[src/rtl/min_max_pkg.sv]
// Shared definitions for the min/max LED bar: command encodings, value/LED types, thermometer helper.
// Latency: n/a (package only).
// Backpressure: n/a.
package min_max_pkg;

    // Mode command encodings.
    localparam logic [1:0] COM_NORMAL = 2'b00;
    localparam logic [1:0] COM_LINEAR = 2'b01;
    localparam logic [1:0] COM_OFF    = 2'b10;
    localparam logic [1:0] COM_ON     = 2'b11;

    // Default build width.
    // Modules parameterised to other widths size their own vectors from VALSIZE.
    localparam int VALSIZE_DEF = 4;
    localparam int NLEDS_DEF   = 1 << VALSIZE_DEF;

    typedef logic [VALSIZE_DEF-1:0] value_t;
    typedef logic [NLEDS_DEF-1:0]   leds_t;

    // Bits 0..value set, all higher bits clear.
    function automatic leds_t thermometer(input value_t value);
        leds_t t;
        for (int i = 0; i < NLEDS_DEF; i++) begin
            t[i] = (i <= int'(value));
        end
        return t;
    endfunction

endpackage

[src/rtl/min_max_decode.sv]
// Combinational LED pattern for one set of inputs (window + osc tail, linear bar, all off, all on).
// Latency: 0 cycles, purely combinational.
// Backpressure: none; output follows inputs.
// Ports: com_i mode, min_i/max_i window, val_i value, osc_i tail blink level, leds_o pattern.
module min_max_decode
    import min_max_pkg::*;
#(
    parameter int VALSIZE = VALSIZE_DEF
) (
    input  logic [1:0]              com_i,
    input  logic [VALSIZE-1:0]      min_i,
    input  logic [VALSIZE-1:0]      max_i,
    input  logic [VALSIZE-1:0]      val_i,
    input  logic                    osc_i,
    output logic [(1<<VALSIZE)-1:0] leds_o
);

    localparam int NLEDS = 1 << VALSIZE;

    // Same rule as the package thermometer, sized to this instance's width.
    function automatic logic [NLEDS-1:0] therm(input logic [VALSIZE-1:0] v);
        logic [NLEDS-1:0] t;
        for (int i = 0; i < NLEDS; i++) begin
            t[i] = (i <= int'(v));
        end
        return t;
    endfunction

    logic [NLEDS-1:0] therm_val;
    logic [NLEDS-1:0] therm_max;
    logic [NLEDS-1:0] below_min;
    logic [NLEDS-1:0] on_mask;
    logic [NLEDS-1:0] tail_mask;
    logic             in_window;

    always_comb begin
        therm_val = therm(val_i);
        therm_max = therm(max_i);
        // LEDs strictly below min.
        // min = 0 has no such LEDs, so that case is forced to zero.
        // Otherwise therm(min-1) would wrap to all ones.
        below_min = (min_i == '0) ? '0 : therm(min_i - VALSIZE'(1));
        on_mask   = therm_val & ~below_min;
        tail_mask = therm_max & ~therm_val;
        // An empty window (min > max) can never contain val, so it falls out as all-off.
        in_window = (min_i <= val_i) && (val_i <= max_i);

        leds_o = '0;
        case (com_i)
            COM_NORMAL: leds_o = in_window ? (on_mask | (osc_i ? tail_mask : '0)) : '0;
            COM_LINEAR: leds_o = therm_val;
            COM_OFF:    leds_o = '0;
            COM_ON:     leds_o = '1;
            default:    leds_o = '0;
        endcase
    end

endmodule

[src/rtl/min_max_leds.sv]
// LED bar driver: registers the decoded min/max/value pattern onto the board LEDs.
// Latency: 1 cycle (inputs at edge k appear on leds_o right after edge k).
// Backpressure: none; inputs sampled every cycle.
// Ports: clk_i, rst_ni (sync, active low), com_i, max_i, min_i, osc_i, val_i in; leds_o out.
module min_max_leds
    import min_max_pkg::*;
#(
    parameter int VALSIZE = VALSIZE_DEF
) (
    input  logic                    clk_i,
    input  logic                    rst_ni,
    input  logic [1:0]              com_i,
    input  logic [VALSIZE-1:0]      max_i,
    input  logic [VALSIZE-1:0]      min_i,
    input  logic                    osc_i,
    input  logic [VALSIZE-1:0]      val_i,
    output logic [(1<<VALSIZE)-1:0] leds_o
);

    localparam int NLEDS = 1 << VALSIZE;

    logic [NLEDS-1:0] leds_d;
    logic [NLEDS-1:0] leds_q;

    min_max_decode #(
        .VALSIZE (VALSIZE)
    ) u_decode (
        .com_i  (com_i),
        .min_i  (min_i),
        .max_i  (max_i),
        .val_i  (val_i),
        .osc_i  (osc_i),
        .leds_o (leds_d)
    );

    always_ff @(posedge clk_i) begin
        if (!rst_ni) begin
            leds_q <= '0;
        end else begin
            leds_q <= leds_d;
        end
    end

    assign leds_o = leds_q;

endmodule

[config.mk]
export PLATFORM = sky130hd
export DESIGN_NAME = min_max_leds
export DESIGN_NICKNAME = d
export VERILOG_FILES = /design/src/rtl/min_max_pkg.sv /design/src/rtl/min_max_decode.sv /design/src/rtl/min_max_leds.sv
export SDC_FILE = /design/constraint.sdc
export NUM_CORES = 1
export LEC_CHECK = 0
export CELL_PAD_IN_SITES_DETAIL_PLACEMENT = 1
export CELL_PAD_IN_SITES_GLOBAL_PLACEMENT = 2
export CORE_ASPECT_RATIO = 0.6
export CORE_MARGIN = 1
export CORE_UTILIZATION = 30
export DETAILED_ROUTE_END_ITERATION = 6
export GPL_ROUTABILITY_DRIVEN = 0
export PLACE_DENSITY_LB_ADDON = 0.1
export RECOVER_POWER = 25
export SYNTH_ARGS = -nofsm -noshare
export SYNTH_HDL_FRONTEND = slang
export SYNTH_SLANG_ARGS = --single-unit
[constraint.sdc]
create_clock -name clk_i -period 5.46 [get_ports clk_i]
set_clock_uncertainty 0.1 [all_clocks]
set_input_delay 1.092 -clock clk_i [delete_from_list [all_inputs] [get_ports clk_i]]
set_output_delay 1.092 -clock clk_i [all_outputs]
set_load 0.02 [all_outputs]
# ---- Word-level counts from Yosys, hierarchy flattened
# Index checks and enable logic that the tools add are counted.
dict set report op_classes {
  bitwise 5
  addsub 1
  muxes 4
  magnitude_cmp 47
  eq_ne 3
  reduce_logical 3
}
# cell n
set ops {}
lappend ops {{4-bit less-or-equal comparator (first input constant)} 24}
lappend ops {{16-bit case mux with 4 select lines} 1}
lappend ops {{3-bit by 4-bit less-or-equal comparator with 1-bit output (first input constant)} 12}
lappend ops {{16-bit two-way mux} 3}
lappend ops {{16-bit bitwise AND} 2}
lappend ops {{16-bit inverter} 2}
lappend ops {{2-bit by 4-bit less-or-equal comparator with 1-bit output (first input constant)} 6}
lappend ops {{16-bit bitwise OR} 1}
lappend ops {{1-bit by 4-bit less-or-equal comparator with 1-bit output (first input constant)} 3}
lappend ops {{4-bit less-or-equal comparator} 2}
lappend ops {{2-bit equality test (second input constant)} 2}
lappend ops {{4-bit logical NOT} 1}
lappend ops {{4-bit by 1-bit subtractor with 4-bit output (second input constant)} 1}
lappend ops {{2-bit by 1-bit equality test with 1-bit output (second input constant)} 1}
lappend ops {{2-bit logical NOT} 1}
lappend ops {{1-bit logical AND} 1}
dict set report totals {
  in_bits 17
  word_cells 64
  reg_bits 16
  out_inout_bits 16
}

# ---- Longest topological paths before layout
# Gate-level depths: netlist (run 1).
dict set report depth {
  depth_word 8
  ltp_mapped 9
  ltp_nobuf 7
}

# ---- Modules after synthesis
# Synthesis (run 1) repeated with hierarchy kept, for this count alone.
dict set report hier_totals {
  cells_unflattened 203
  area_unflattened_um2 1516.5
}
# mod cells_each seq_area_each_um2 area_each_um2 instances
set modules_own_cells {}
lappend modules_own_cells {min_max_decode 170 0.0 1069.8 1}
lappend modules_own_cells {min_max_leds 33 320.3 446.7 1}

# ---- Worst setup path before layout (run 1)
# Ideal clock, no wire load.
dict set report synth_path {
  kind {input -> register}
  start {in val_i[1]}
  end {reg leds_q[4], in the netlist leds_o[4]}
  slack_ns 2.617
  setup_time_ns 0.075
  n_path_buf 2
  required_time_ns 5.285
  arrival_ns 2.669
  cell_stages 9
  cell_sequence {clkbuf_1 > inv_1 > ha_1 > and4b_1 > a211oi_1 > o2111a_1 > clkbuf_8 > nand2_1 > o22ai_1}
}
dict set report synth_via {
  elab_chain_len 7
  word_cells_on_any_way 11
  cone_classes {3 x order compare; 3 x mux; 4 x bitwise; 1 x reduce/logical}
}
# element line_no
set synth_lines {}
lappend synth_lines {{start, declared} min_max_leds.sv:16} ;# input logic [VALSIZE-1:0] val_i,
lappend synth_lines {{3-bit by 4-bit less-or-equal comparator with 1-bit output} min_max_decode.sv:24} ;# t[i] = (i <= int'(v));
lappend synth_lines {{16-bit inverter} min_max_decode.sv:44} ;# tail_mask = therm_max & ~therm_val;
lappend synth_lines {{16-bit bitwise AND} min_max_decode.sv:44}
lappend synth_lines {{16-bit two-way mux} min_max_decode.sv:50} ;# COM_NORMAL: leds_o = in_window ? (on_mask | (osc_i ? tail_mask : '0)) : '0;
lappend synth_lines {{16-bit bitwise OR} min_max_decode.sv:50}
lappend synth_lines {{16-bit two-way mux} min_max_decode.sv:50}
lappend synth_lines {{16-bit case mux with 4 select lines (*)} min_max_decode.sv:49} ;# case (com_i)
lappend synth_lines {{end signal, assigned} min_max_leds.sv:40} ;# leds_q <= leds_d;
lappend synth_lines {{end, declared} min_max_leds.sv:23} ;# logic [NLEDS-1:0] leds_q;
# Every way passes the cells marked *; elsewhere a longest branch is shown, timed or not.
# A chain may end at the register's enable or synchronous reset.

# ---- Final worst setup path (run 1)
dict set report layout_path {
  start {in val_i[3]}
  end {reg leds_q[5], in the netlist leds_o[5]}
}
# Same word-level chain as after synthesis.

==> flow_summary.toml, run 1 <==
[global_routing]
grt_overflow_total = 0
antenna_found_initial = 0
grt_max_degree = 18
track_usage = 0.225
grt_pass1_wl_um = 8850
grt_pass1_vias = 1636

[synthesis]
yosysTopAreaCellShare = 0.219
synth_cells = 202
synthFlopType = "dfxtp_1"
synth-seq-cells = 16
yosysWarnings = 0
synthesis.area_um2 = 1460
synth_most_common_cell = "o21ai_0"
synthTopCellsByCount = "o21ai_0, a21oi_1, dfxtp_1, nand2_1, nor2_1"
yosysUniqueCellTypes = 50
seq_area_frac_synth = 0.219
async_reset_ff_frac = 0
synth_edf_count = 0
synthTopCellsByArea = "dfxtp_1, o21ai_0, ha_1"
netlist.top_cell.by_area = "dfxtp_1"
syn_nets = 230
syn_avg_cell_area_um2 = 7.23

[clocking]
cts_resized = 0
clock-root-buffer = "clkbuf_8"
cts_sinks = 16
clk_pin_slew_ns = 0.06
h-tree-depth = 1
cts.path.max_buffers = 2
post-cts-setup-buffers = 0
cts_tree = "yes"
hold_buffers = 0
cts_buffers = 3

[power]
power.sequential.fraction = 0.354
power.leakage_nw = 0.733
p_int_uw = 237
switchingPower_uw = 120
clockPowerShare = 0.299
fin_total_pwr_uw = 356
swShare = 0.336
p_per_area_nw_per_um2 = 195
p_comb_frac = 0.347
ir_worst_vdd_v = 0.000118

[sta]
period_minus_slack_ns = 3.78
slew_headroom = 0.566
slew_viol_final = 0
worst_slack_ns = 1.68
setup_viol = 0
hold_violations = 0
setup_tns_ns = 0
worstMarginPinSlew_ns = 0.645
min_period_over_period = 0.692
rsz0062_at_grt = "no"
fmax_mhz = 265

[worst_setup_path]
worstPathRequired_ns = 5.53
crit_fanout = 17
end_kind = "flop"
critPathLaunchType = "input port"
worst_ep_arrival_time_ns = 3.85
worstSetupPathType = "in2reg"

[run]
cap_violations = 0

[floorplanning]
core_area_um2 = 4640
io_pins = 33
die_x_um = 92.1
num_rows = 19
initial_core_util = 0.315
die_area_um2 = 5160
die_h_um = 56.1

[place]
io_buffers = 32
place_area_um2 = 1770
dpl.hpwl_um = 4260
place_ws_ns = 1.45

[cells_and_area]
final_cell_area_um2 = 1830
final_util = 0.395
syn_to_final_growth_pct = 25.2
nets = 254
largest_reg_flops = 16
multi_input_area_um2 = 1010
regArea_um2 = 320
drive_gt1_frac = 0.0489
num_antenna_cells = 0
fill_cells = 577

[detailed_routing]
dr_total_vias = 1665
drtPass1Iterations = 5
drt-vias-per-instance = 5.78
wirelength_um = 5300
postRouteAntennaNets = 0
drt-initial-drc-count = 210
wire_per_inst_um = 18.4
drc_errors = 0

[outcome]
status = "finished, final reports clean"

[worst_hold_path]
min_path_type = "in2reg"
[final timing paths]
| kind | from | endpoint | slack (ns) | cells after the start |
|---|---|---|---|---|
| setup / recovery | val_i[3] | leds_o[5]$_SDFF_PN0_ | 1.68 | 8 |
| hold / removal | osc_i | leds_o[1]$_SDFF_PN0_ | 1.62 | 3 |
[cell type report]
cell class                 count  area share
multi-input combinational    161       0.552
inverter                      12      0.0246
clock buffer                   4      0.0301
sequential                    16       0.175
timing repair buffer          32       0.175
tap                           63      0.0431
[per-layer routing]
layer	track usage	wire length, um	vias up
li1	-	-	791
met1	0.343	2610	801
met2	0.319	2200	67
met3	0.0560	443	6
met4	0.0335	48	0
met5	0	0	-
[cells in the final DEF (no fill, tap or decap), types with 2 or more instances in the layout]
master and count:
a221oi_1 2, o21ai_0 28, a211oi_1 3, and2_1 2, dfxtp_1 16, dlygate4sd3_1 8
or2b_2 2, nor2_1 14, nand2b_1 2, inv_1 12, a21oi_1 17, ha_1 11
nand3_1 11, o31ai_1 4, or4_1 2, o21ai_1 2, nor3_1 8, nor2b_1 4
a21boi_0 5, clkdlybuf4s50_1 24, a21boi_1 2, nand2_1 14, o211ai_1 2, a21o_1 4
clkbuf_8 4
[worst max-delay path, cell delays in order]
cell             delay (ns)
clkdlybuf4s50_1        0.84
inv_1                  0.22
ha_1                   0.36
and4b_1                0.19
a211oi_1               0.22
o2111a_1               0.45
nand2_1                0.23
o21ai_0                0.24
[through the flow]
| stage | hold WS, ns | cells |
|---|---|---|
| 2_1_floorplan | 1.13 | 202 |
| 3_3_place_gp | 1.79 | 284 |
| 3_5_place_dp | 1.79 | 284 |
| 4_1_cts | 1.60 | 288 |
| 5_1_grt | 1.65 | 288 |
| 6_report | 1.62 | 288 |
[power by group through the flow]
stage	Clock (mW)	Sequential [mW]	Combinational (mW)
final	0.107	0.126	0.124
after global routing	0.115	0.127	0.137
after CTS	0.107	0.126	0.124
after detailed placement	0	0.129	0.123
after global placement	0	0.129	0.122
after floorplan	0	0.138	0.0634
[kinds of logic (layout without fill, tap and decap cells)]
family,Yosys count,after routing,synth area share
simple gates,68,68,0.242
compound gates,81,81,0.348
mux,1,1,0.00685
flops,16,16,0.219
buf+inv,25,48,0.0899
fa+ha+maj,11,11,0.0942
(Power assumes the default switching activity.)
==> inputs of run 2 (changes only) <==
Settings changed: CORE_UTILIZATION 30 to 28.
Clock period 5.46 ns to 3.5 ns, I/O delays scaled along.
==> run 2 against run 1 <==
Sequential power is 56% higher. Critical path depth stayed put. Cell area is 3.3% higher. Wire length is 2.7% higher. Final cell count is 2.8% higher. Sequential share of layout area is 0.56 points lower. Hold slack worse by 0.43 ns. Total power is 57% higher. Critical path type unchanged.
==> flow_summary.toml, run 2 (same netlist as run 1, synthesis figures left out) <==
[outcome]
status = "finished, final reports clean"

[detailed_routing]
wirelength_um = 5440
drc_errors = 0
drt-initial-drc-count = 87
dr_total_vias = 1689
postRouteAntennaNets = 0
drt-vias-per-instance = 5.71
wire_per_inst_um = 18.4
drtPass1Iterations = 4

[clocking]
post-cts-setup-buffers = 0
cts_resized = 0
clk_pin_slew_ns = 0.06
cts_buffers = 3
cts_sinks = 16
hold_buffers = 0
clock-root-buffer = "clkbuf_8"
cts_tree = "yes"
cts.path.max_buffers = 2
h-tree-depth = 1

[floorplanning]
die_area_um2 = 5520
die_x_um = 95.3
num_rows = 19
initial_core_util = 0.306
io_pins = 33
die_h_um = 58.0
core_area_um2 = 4780

[cells_and_area]
final_common_cell = "o21ai_0"
drive_gt1_frac = 0.0815
fill_cells = 601
nets = 262
instances_no_fill = 296
num_antenna_cells = 0
final_cell_mix = "o21ai_0, clkdlybuf4s50_1, a21oi_1, dfxtp_1"
syn_to_final_growth_pct = 29.3
largest_reg_flops = 16

[power]
power.sequential.fraction = 0.351
p_per_area_nw_per_um2 = 297
p_comb_frac = 0.356
p_int_uw = 375
power.leakage_nw = 0.771
ir_worst_vdd_v = 0.000187
switchingPower_uw = 186
fin_total_pwr_uw = 561
clockPowerShare = 0.293
swShare = 0.331

[run]
cap_violations = 0

[worst_setup_path]
cp-startpoint = "min_i[1]"
cpPeakStageDelay_ns = 0.66
worstPathRequired_ns = 3.53
setup.worst_path.end = "leds_o[6]$_SDFF_PN0_"
worstSetupPathType = "in2reg"
cp_slowest_cell = "clkdlybuf4s50_1"
end_kind = "flop"
critPathLaunchType = "input port"
crit_fanout = 10
path_cells = "clkdlybuf4s50_1, inv_1, ha_1, or4_1, a21oi_1, nor3_1, o31ai_1, o21ai_1"
worst_ep_arrival_time_ns = 3.07

[place]
placed_cells = 292
io_buffers = 32
dpl.hpwl_um = 4390

[sta]
slew_viol_final = 0
min_period_over_period = 0.867
hold_violations = 0
fmax_mhz = 330
rsz0062_at_grt = "no"
period_minus_slack_ns = 3.03
worstMarginPinSlew_ns = 0.565
setup_viol = 0
setup_tns_ns = 0
slew_headroom = 0.622

[worst_hold_path]
min-delay-start = "osc_i"
min_path_type = "in2reg"

[global_routing]
grt_max_degree = 17
grt_pass1_vias = 1685
grt_pass1_wl_um = 8880
track_usage = 0.213
grt_overflow_total = 0
antenna_found_initial = 0
## run 2: area by class of cell
class | instances | area [um2] | share of cell area
clock buffers | 4 | 55.1 | 0.0291
flip-flops and latches | 16 | 320 | 0.170
multi-input cells | 161 | 1010 | 0.534
repair buffers | 40 | 380 | 0.201
inverters | 12 | 45.0 | 0.0238
well taps | 63 | 78.8 | 0.0417
## run 2: routing by layer
layer / global-route usage / up-vias / wire (um) / part of all wire
li1: - / 808 / - / -
met1: 0.323 / 818 / 2680 / 0.49
met2: 0.322 / 61 / 2340 / 0.43
met3: 0.0407 / 2 / 386 / 0.071
met4: 0.0173 / 0 / 31 / 0.0057
met5: 0 / - / 0 / 0
## run 2: per-stage QoR
step	setup WS (ns)	hold slack, ns	utilization	cell area (um2)
6_report	0.466	1.19	0.395	1890
5_1_grt	0.257	1.25	0.395	1890
4_1_cts	0.477	1.19	0.395	1890
3_5_place_dp	0.219	1.40	0.384	1830
3_3_place_gp	0.249	1.40	0.384	1830
2_1_floorplan	1.05	0.739	-	1460
## run 2: power by group through the flow
stage	Clock [mW]	Sequential [mW]	Combinational [mW]
4_1_cts	0.166	0.197	0.201
2_1_floorplan	0	0.216	0.0989
3_3_place_gp	0	0.201	0.195
5_1_grt	0.180	0.198	0.219
6_report	0.164	0.197	0.200
3_5_place_dp	0	0.201	0.200
## run 2: worst min-delay path by stage
stage                     depth (start not counted)                    to  slack [ns]
after floorplan                                   2  leds_o[0]$_SDFF_PN0_        0.74
after global placement                            1             leds_o[1]        1.40
after detailed placement                          1            leds_o[14]        1.40
after CTS                                         3  leds_o[1]$_SDFF_PN0_        1.19
after global routing                              3  leds_o[1]$_SDFF_PN0_        1.25
final                                             3  leds_o[1]$_SDFF_PN0_        1.19
## run 2: critical path: cells and delay by family
kind / cells / cell delay [ns]
buf+inv: 2 / 0.77
compound gates: 3 / 0.65
fa+ha+maj: 1 / 0.31
simple gates: 2 / 0.64
